**src/rtl/lane_key_capture.sv**
```systemverilog
// lane_key_capture
//   Turns four raw lane buttons into clean, timestamped press events and
//   queues them for the hit-judge logic.
//
//   Per lane: 2-flop synchroniser -> counter debouncer -> rising-edge detect
//   -> one-deep pending slot holding the press timestamp. A fixed-priority
//   arbiter (lowest lane first) moves at most one pending press per cycle
//   into a first-word-fall-through FIFO read through a valid/ready handshake.
//
// Ports
//   clk, rst                 clock, synchronous active-high reset
//   btnl/btnu/btnd/btnr      raw async buttons, lanes 0..3
//   tick                     one-cycle strobe advancing the timestamp
//   ev_valid/ev_ready        FIFO head handshake (pop on valid & ready)
//   ev_lane, ev_time         head event contents (0 while empty)
//   lane_level               debounced button levels, bit i = lane i
//   overflow                 sticky: a press was dropped

// Per-lane front end: synchroniser, debouncer, press detect and the
// pending slot that waits for the arbiter.
module lane_key_lane #(
  parameter int DEBOUNCE_CYCLES = 1000000,
  parameter int TS_W            = 16
) (
  input  logic            clk,
  input  logic            rst,
  input  logic            raw,
  input  logic [TS_W-1:0] ts,
  input  logic            grant,
  output logic            stable,
  output logic            pend,
  output logic [TS_W-1:0] ptime,
  output logic            lost
);
  localparam int CNT_W = $clog2(DEBOUNCE_CYCLES);

  // sync_pipe[1] is the synchronised level
  logic [1:0]       sync_pipe;
  logic [CNT_W-1:0] cnt;
  logic             flip;
  logic             press;

  assign flip  = (sync_pipe[1] != stable) && (cnt == CNT_W'(DEBOUNCE_CYCLES - 1));
  assign press = flip && sync_pipe[1];
  // A press while the slot is occupied is dropped, even when the slot is
  // being drained this very cycle: the older timestamp is the one kept.
  assign lost  = press && pend;

  always_ff @(posedge clk) begin
    if (rst) begin
      sync_pipe <= '0;
      cnt       <= '0;
      stable    <= 1'b0;
    end else begin
      sync_pipe <= {sync_pipe[0], raw};
      if (sync_pipe[1] == stable) begin
        cnt <= '0;
      end else if (flip) begin
        stable <= sync_pipe[1];
        cnt    <= '0;
      end else begin
        cnt <= cnt + CNT_W'(1);
      end
    end
  end

  always_ff @(posedge clk) begin
    if (rst) begin
      pend  <= 1'b0;
      ptime <= '0;
    end else if (grant) begin
      pend <= 1'b0;
    end else if (press && !pend) begin
      pend  <= 1'b1;
      ptime <= ts;
    end
  end
endmodule

module lane_key_capture #(
  parameter int DEBOUNCE_CYCLES = 1000000,
  parameter int TS_W            = 16,
  parameter int FIFO_DEPTH      = 4
) (
  input  logic            clk,
  input  logic            rst,
  input  logic            btnl,
  input  logic            btnu,
  input  logic            btnd,
  input  logic            btnr,
  input  logic            tick,
  output logic            ev_valid,
  input  logic            ev_ready,
  output logic [1:0]      ev_lane,
  output logic [TS_W-1:0] ev_time,
  output logic [3:0]      lane_level,
  output logic            overflow
);
  localparam int NUM_LANES = 4;
  localparam int LANE_W    = 2;
  localparam int PTR_W     = (FIFO_DEPTH > 1) ? $clog2(FIFO_DEPTH) : 1;
  localparam int CW        = $clog2(FIFO_DEPTH + 1);

  typedef struct packed {
    logic [LANE_W-1:0] lane;
    logic [TS_W-1:0]   t;
  } ev_t;

  logic [NUM_LANES-1:0]           raw;
  logic [NUM_LANES-1:0]           stable;
  logic [NUM_LANES-1:0]           pend;
  logic [NUM_LANES-1:0]           lost;
  logic [NUM_LANES-1:0]           grant;
  logic [NUM_LANES-1:0][TS_W-1:0] ptime;
  logic [TS_W-1:0]                ts;

  ev_t               mem [FIFO_DEPTH];
  ev_t               head;
  ev_t               wr_ev;
  logic [PTR_W-1:0]  wptr, rptr;
  logic [CW-1:0]     count;
  logic              wr_en, pop;
  logic [LANE_W-1:0] wr_lane;

  assign raw = {btnr, btnd, btnu, btnl};

  for (genvar i = 0; i < NUM_LANES; i++) begin : g_lane
    lane_key_lane #(
      .DEBOUNCE_CYCLES (DEBOUNCE_CYCLES),
      .TS_W            (TS_W)
    ) u_lane (
      .clk    (clk),
      .rst    (rst),
      .raw    (raw[i]),
      .ts     (ts),
      .grant  (grant[i]),
      .stable (stable[i]),
      .pend   (pend[i]),
      .ptime  (ptime[i]),
      .lost   (lost[i])
    );
  end

  // Fullness uses the registered count, so a same-cycle pop never makes
  // room for a write.
  assign wr_en = (|pend) && (count < CW'(FIFO_DEPTH));
  // Lowest set pending bit wins.
  assign grant = wr_en ? (pend & (~pend + NUM_LANES'(1))) : '0;

  always_comb begin
    wr_lane = '0;
    for (int i = NUM_LANES - 1; i >= 0; i--)
      if (pend[i]) wr_lane = LANE_W'(i);
  end

  assign wr_ev = '{lane: wr_lane, t: ptime[wr_lane]};

  always_ff @(posedge clk) begin
    if (rst) ts <= '0;
    else if (tick) ts <= ts + TS_W'(1);
  end

  always_ff @(posedge clk) begin
    if (rst) overflow <= 1'b0;
    else if (|lost) overflow <= 1'b1;
  end

  // Storage is not reset: entries are only visible while count says so.
  always_ff @(posedge clk) begin
    if (wr_en) mem[wptr] <= wr_ev;
  end

  always_ff @(posedge clk) begin
    if (rst) begin
      wptr  <= '0;
      rptr  <= '0;
      count <= '0;
    end else begin
      if (wr_en) wptr <= (wptr == PTR_W'(FIFO_DEPTH - 1)) ? '0 : wptr + PTR_W'(1);
      if (pop)   rptr <= (rptr == PTR_W'(FIFO_DEPTH - 1)) ? '0 : rptr + PTR_W'(1);
      case ({wr_en, pop})
        2'b10:   count <= count + CW'(1);
        2'b01:   count <= count - CW'(1);
        default: count <= count;
      endcase
    end
  end

  assign head       = mem[rptr];
  assign ev_valid   = (count != '0);
  assign pop        = ev_valid && ev_ready;
  // Gate the head so every output reads 0 out of reset / while empty.
  assign ev_lane    = ev_valid ? head.lane : '0;
  assign ev_time    = ev_valid ? head.t    : '0;
  assign lane_level = stable;
endmodule

```
**config.mk**
```make
export PLATFORM = sky130hd
export DESIGN_NAME = lane_key_capture
export DESIGN_NICKNAME = d
export VERILOG_FILES = /design/src/rtl/lane_key_capture.sv
export SDC_FILE = /design/constraint.sdc
export NUM_CORES = 1
export LEC_CHECK = 0
export ABC_AREA = 1
export BUFFER_PORTS_ARGS = -buffer_cell sky130_fd_sc_hd__buf_2
export CAP_MARGIN = 5
export CORE_UTILIZATION = 62
export DETAILED_ROUTE_END_ITERATION = 7
export PLACE_DENSITY = 0.87
export SYNTH_ARGS = -nofsm -noshare
export SYNTH_HDL_FRONTEND = slang
export SYNTH_SLANG_ARGS = --single-unit
```
**constraint.sdc**
```tcl
create_clock -name clk -period 2.7 [get_ports clk]
set_input_delay 0 -clock clk [delete_from_list [all_inputs] [get_ports clk]]
set_output_delay 0 -clock clk [all_outputs]
set_load 0.02 [all_outputs]
```
After elaboration in Yosys (flattened, before gate mapping). Memories as Yosys holds them, arrays and structs flattened. A register that Yosys moved wholly into a read port is not among the register bits. Index checks and enable logic that the tools add are counted.

$add $sub $neg: 10. $lt $le $gt $ge: 2. Eq/ne operators: 16. Multiplexer cells: 16. Bitwise operators: 10. Reductions and logical operators: 42.

Operators with widths (count): $add A20 B1 Y20 const B (4); $eq A20 B20 Y1 const B (4); $bmux W16 S2 (1); $mux W16 (2); $logic_and A1 B1 Y1 (18); $mux W2 (9); $add A16 B1 Y16 const B (1); $reduce_and A2 Y1 (8); $reduce_or A3 Y1 (4); $not A1 Y1 (8); $reduce_or A2 Y1 (4); $reduce_or A4 Y1 (2); $eq A2 B2 Y1 const B (3); $pmux W3 S2 (1); $add A2 B1 Y2 const B (2); $add A4 B1 Y4 const B (1); $and A4 B4 Y4 (1); $eq A1 B1 Y1 (4); $logic_not A1 Y1 (4); $mux W4 (1); $ne A1 B1 Y1 (4); $not A4 Y4 (1); $add A3 B1 Y3 const B (1); $lt A2 B3 Y1 const B (1); 6 further kinds (7).

Register bits after elaboration: 184. Memory bits (writable): 72. Input port bits: 8. Word-level logic and storage cells: 122. Memories kept: 1.

Memories: mem (words 4, bits a word 18, rd ports 1, clocked after memory_dff 1, wr ports 1, RTL line 117) `ev_t mem [FIFO_DEPTH];`.

Longest topological paths before layout.
Depth in word-level cells: 6. Depth in mapped cells: 11.

Hierarchy. A second synthesis with hierarchy kept.

Cell total of the unflattened synthesis: 1612. Area total of the unflattened synthesis: 12300.5 µm².

Modules (own cells, without submodules): lane_key_lane (instances 4, cells an instance 270, area each 1855.5 µm², seq. area each 800.8 µm²); lane_key_capture (instances 1, cells an instance 532, area each 4878.4 µm², seq. area each 2682.6 µm²).

Worst setup path before layout. No wires, ideal clock.

Kind: register to register. From: register g_lane[0].u_lane.pend. To: memory mem[0][0] (netlist name) (enable). Library setup time: 393 ps. Data arrival time: 1693 ps. Setup slack: 614 ps. Cell stages (with the launch flop): 5. Buffers on the path: 0. Period minus slack after synthesis: 2086 ps. Cells stage by stage: dfxtp_1 -> inv_2 -> a31oi_1 -> clkinv_1 -> nor2_1.

Cells in the longest elaborated chain, start to end: 4.

RTL lines: from (decl) (RTL line 31) `output logic pend,`; from (signal assigned) (RTL line 69) `pend <= 1'b0;`; from (signal assigned) (RTL line 72) `pend <= 1'b0;`; from (signal assigned) (RTL line 74) `pend <= 1'b1;`; $reduce_or A4 Y1 (RTL line 146) `assign wr_en = (|pend) && (count < CW'(FIFO_DEPTH));`; $logic_and A1 B1 Y1 (RTL line 146); $mux W1 (RTL line 170) `if (wr_en) mem[wptr] <= wr_ev;`; $mux W1 (implied by the code) (RTL line 170); to (decl) (RTL line 117).

No other way between the ends.

==> metrics.txt <==
# TYPE chip_impl_metric gauge
chip_impl_metric{name="drt-total-wl",unit="um"} 23700
chip_impl_metric{name="critical-path-max-stage-delay",unit="ps"} 780
chip_impl_metric{name="area_growth",unit="%"} 10.9
chip_impl_metric{name="worst_slew_margin_rel",unit="%"} 52.1
chip_impl_info{name="postSynth.topFlopCell",value="sky130_fd_sc_hd__dfxtp_1"} 1
chip_impl_metric{name="grt_first_pass_wirelength",unit="um"} 39300
chip_impl_metric{name="synth_cells",unit=""} 1467
chip_impl_metric{name="ys_ff_latch",unit=""} 258
chip_impl_metric{name="clk-insertion-delay-late",unit="ps"} 540
chip_impl_metric{name="stdcell_area",unit="um2"} 12700
chip_impl_metric{name="clkSlewWorstSetupHoldPaths",unit="ps"} 60
chip_impl_metric{name="place.port_buffers",unit=""} 31
chip_impl_metric{name="cts_inserted_buffers",unit=""} 26
chip_impl_metric{name="setup_failing_eps_final",unit=""} 0
chip_impl_info{name="rsz0062_at_grt",value="no"} 1
chip_impl_metric{name="cts_resized",unit=""} 0
chip_impl_metric{name="layout.cells.non_filler",unit=""} 1749
chip_impl_info{name="min_path_type",value="in2reg"} 1
chip_impl_metric{name="grt_pass1_vias",unit=""} 8616
chip_impl_metric{name="antenna_found_initial",unit=""} 0
chip_impl_metric{name="drc",unit=""} 0
chip_impl_metric{name="worst-endpoint-required",unit="ps"} 2700
chip_impl_metric{name="placed_area",unit="um2"} 11700
chip_impl_metric{name="grt_overflow",unit=""} 0
chip_impl_metric{name="clkSinkCount",unit=""} 258
chip_impl_metric{name="peakVddDrop",unit="mV"} 0.620
chip_impl_info{name="standard_cell_with_the_maximum_stage_delay_on_the_critical_path",value="sky130_fd_sc_hd__dfxtp_1"} 1
chip_impl_metric{name="numPlacedInstances",unit=""} 1690
chip_impl_metric{name="layout-drive-gt1-share",unit="%"} 7.96
chip_impl_metric{name="mappedNetlistArea",unit="um2"} 11400
chip_impl_metric{name="number_of_synthesized_flops_with_an_enable_pin",unit=""} 72
chip_impl_metric{name="globalplace.congestion",unit=""} 0.825
chip_impl_metric{name="mappedNetlistNets",unit=""} 1487
chip_impl_metric{name="die_x",unit="um"} 138
chip_impl_info{name="post-synth-top-area-cell",value="sky130_fd_sc_hd__dfxtp_1"} 1
chip_impl_info{name="critical_path_cell_list",value="inv_2, o21ai_0, a21oi_1, buf_2"} 1
chip_impl_metric{name="p_leak",unit="nW"} 5.17
chip_impl_metric{name="die-height",unit="um"} 138
chip_impl_metric{name="grt_start_max_net_pins",unit=""} 69
chip_impl_metric{name="dr_total_vias",unit=""} 9408
chip_impl_metric{name="timing.fmax",unit="MHz"} 425
chip_impl_metric{name="worst_pin_slew",unit="ps"} 718
chip_impl_metric{name="final-max-slew-violation-count",unit=""} 0
chip_impl_metric{name="cellPowerDensity",unit="nW/um2"} 608
chip_impl_metric{name="routed_wire_length_per_instance",unit="um"} 13.6
chip_impl_info{name="cts.root.buffer_cell",value="sky130_fd_sc_hd__clkbuf_16"} 1
chip_impl_info{name="tritoncts",value="yes"} 1
chip_impl_metric{name="seq_area_frac_synth",unit="%"} 51.4
chip_impl_metric{name="cts_post_setup_buffers_inserted",unit=""} 0
chip_impl_metric{name="maxCapViolations",unit=""} 0
chip_impl_metric{name="antenna_violating_nets_remaining",unit=""} 0
chip_impl_info{name="start_kind",value="register"} 1
chip_impl_info{name="status",value="complete, no violations"} 1
chip_impl_metric{name="timing.critical_path.fanout_max",unit=""} 36
chip_impl_metric{name="area_enclosed_by_the_die_boundary",unit="um2"} 19000
chip_impl_metric{name="first_pass_iters",unit=""} 5
chip_impl_metric{name="fill_cells",unit=""} 1294
chip_impl_metric{name="synth-async-reset-ratio",unit="%"} 0
chip_impl_metric{name="drtIter0Drc",unit=""} 637
chip_impl_metric{name="via_per_inst",unit=""} 5.38
chip_impl_metric{name="critical_path_arrival",unit="ps"} 2350
chip_impl_metric{name="cts.htree.levels",unit=""} 1
chip_impl_info{name="cp_capture_type",value="primary output"} 1
chip_impl_info{name="yosys-top-cells-area",value="sky130_fd_sc_hd__dfxtp_1, sky130_fd_sc_hd__edfxtp_1, sky130_fd_sc_hd__nor2_1"} 1
chip_impl_metric{name="synth.yosys.warnings",unit=""} 0
chip_impl_metric{name="tns",unit="ps"} 0
chip_impl_metric{name="timing.reg2reg.setup_slack",unit="ps"} 540
chip_impl_metric{name="core-area",unit="um2"} 18000
chip_impl_metric{name="post_synth.cell_area_avg",unit="um2"} 7.80
chip_impl_metric{name="finalNetCount",unit=""} 1520
chip_impl_metric{name="final.period_utilization",unit="%"} 87.1
chip_impl_metric{name="minimum_period_implied_by_the_final_worst_setup_slack",unit="ps"} 2350
chip_impl_metric{name="diode_count",unit=""} 0
chip_impl_metric{name="final-hold-violation-count",unit=""} 0
chip_impl_metric{name="gr-usage-all-layers",unit="%"} 25.5
chip_impl_metric{name="synth.top_cell.area_share",unit="%"} 32.5
chip_impl_metric{name="clockBufferDepth",unit=""} 3
chip_impl_metric{name="post-dp-hpwl",unit="um"} 14900
chip_impl_info{name="critical_path_class",value="reg2out"} 1
chip_impl_metric{name="placement_rows",unit=""} 49
chip_impl_metric{name="synthDistinctLibCells",unit=""} 43
chip_impl_metric{name="skew",unit="ps"} 22.0
chip_impl_metric{name="starting_utilization_of_the_core_area",unit="%"} 63.5
chip_impl_metric{name="holdWs",unit="ps"} 345
chip_impl_metric{name="ioPinCount",unit=""} 32
-- routing by layer --
layer / vias up / wire length [um] / track usage (%)
met5: - / 0 / 0
met4: 0 / 462 / 7.13
met3: 43 / 1320 / 3.87
met2: 259 / 11500 / 44.4
met1: 4336 / 10400 / 32.7
li1: 4770 / - / -
-- path summary, 6_finish.rpt --
kind | to | depth (start not counted) | from
hold reg to reg | g_lane[1].u_lane.sync_pipe[1] | 2 | g_lane[1].u_lane.sync_pipe[0]
setup / recovery | ev_time[8] | 4 | register
setup reg to reg | count[1] | 9 | g_lane[1].u_lane.pend
hold / removal | ts[0] | 4 | tick
-- state kept, by name (all words and copies together) (netlist names), named ones only --
register and cells:
g_lane.u_lane.ptime 64, rptr 2, g_lane.u_lane.sync_pipe 8, mem 72, g_lane.u_lane.stable 4, wptr 2
g_lane.u_lane.cnt 80, ts 16, overflow 1, count 3, g_lane.u_lane.pend 4
-- worst max-delay path: cells and delay by family (launching register included) --
kind                   cells  cell delay (ps)
flip-flops                 1              780
buffers and inverters      2              590
AO/OA/AOI/OAI              2              440
-- through the flow --
step	util, %	worst slack, ps	total power (W)
5_1_grt	70.4	129	0.00795
3_3_place_gp	65.0	684	0.00413
2_1_floorplan	-	614	0.00411
6_report	70.4	347	0.00772
3_5_place_dp	65.0	599	0.00413
4_1_cts	70.4	367	0.00777
-- layout make-up --
type                            count  area (um2)  area share [%]
Sequential cell                   258        5890            46.4
Multi-Input combinational cell    990        4630            36.5
Clock buffer                       39         733            5.78
Inverter                          165         619            4.88
Timing Repair Buffer               59         393            3.09
Tap cell                          229         287            2.26
Clock inverter                      9         143            1.12
-- Yosys cell counts (all sizes together), types with 23 or more instances --
cell and count:
nor2 354, nand2 242, dfxtp 186, inv 160, a21oi 112, o21ai 112, edfxtp 72, nand3 44
nor3 33, buf 29, clkbuf 25, xor2 23
-- power by group --
part | switching (W) | internal (W)
logic | 0.0000535 | 0.0000290
registers | 0.0000120 | 0.00396
clock network | 0.00148 | 0.00218
total | 0.00155 | 0.00617
-- placed cells by master (no fill, tap or decap), types with 6 or more instances in the layout --
master	count
sky130_fd_sc_hd__edfxtp_1	72
sky130_fd_sc_hd__o21ai_1	14
sky130_fd_sc_hd__nand3_1	40
sky130_fd_sc_hd__buf_4	17
sky130_fd_sc_hd__inv_1	156
sky130_fd_sc_hd__nor4_1	6
sky130_fd_sc_hd__xor2_1	23
sky130_fd_sc_hd__nor2_1	345
sky130_fd_sc_hd__clkbuf_1	7
sky130_fd_sc_hd__dlygate4sd3_1	11
sky130_fd_sc_hd__ha_1	11
sky130_fd_sc_hd__clkbuf_16	26
sky130_fd_sc_hd__a21oi_1	112
sky130_fd_sc_hd__nand2_1	240
sky130_fd_sc_hd__o21ai_0	98
sky130_fd_sc_hd__nand4_1	15
sky130_fd_sc_hd__buf_2	31
sky130_fd_sc_hd__nor3_1	29
sky130_fd_sc_hd__dfxtp_1	186
sky130_fd_sc_hd__xnor2_1	8
-- cell families after synthesis --
family / after synthesis / synth area share [%]
AO/OA/AOI/OAI: 234 / 10.5
flip-flops: 258 / 51.4
AND/OR/NAND/NOR: 713 / 26.3
XOR/XNOR: 31 / 2.37
buffers and inverters: 219 / 8.10
adder cells (fa/ha/maj): 12 / 1.38
-- repair_timing --
| item | in CTS | in global routing |
|---|---|---|
| endpoints found under the setup margin | 0 | 0 |
| endpoints found under the hold margin | 40 | 0 |
| hold buffers | 11 | 0 |
(Power assumes the default switching activity.)
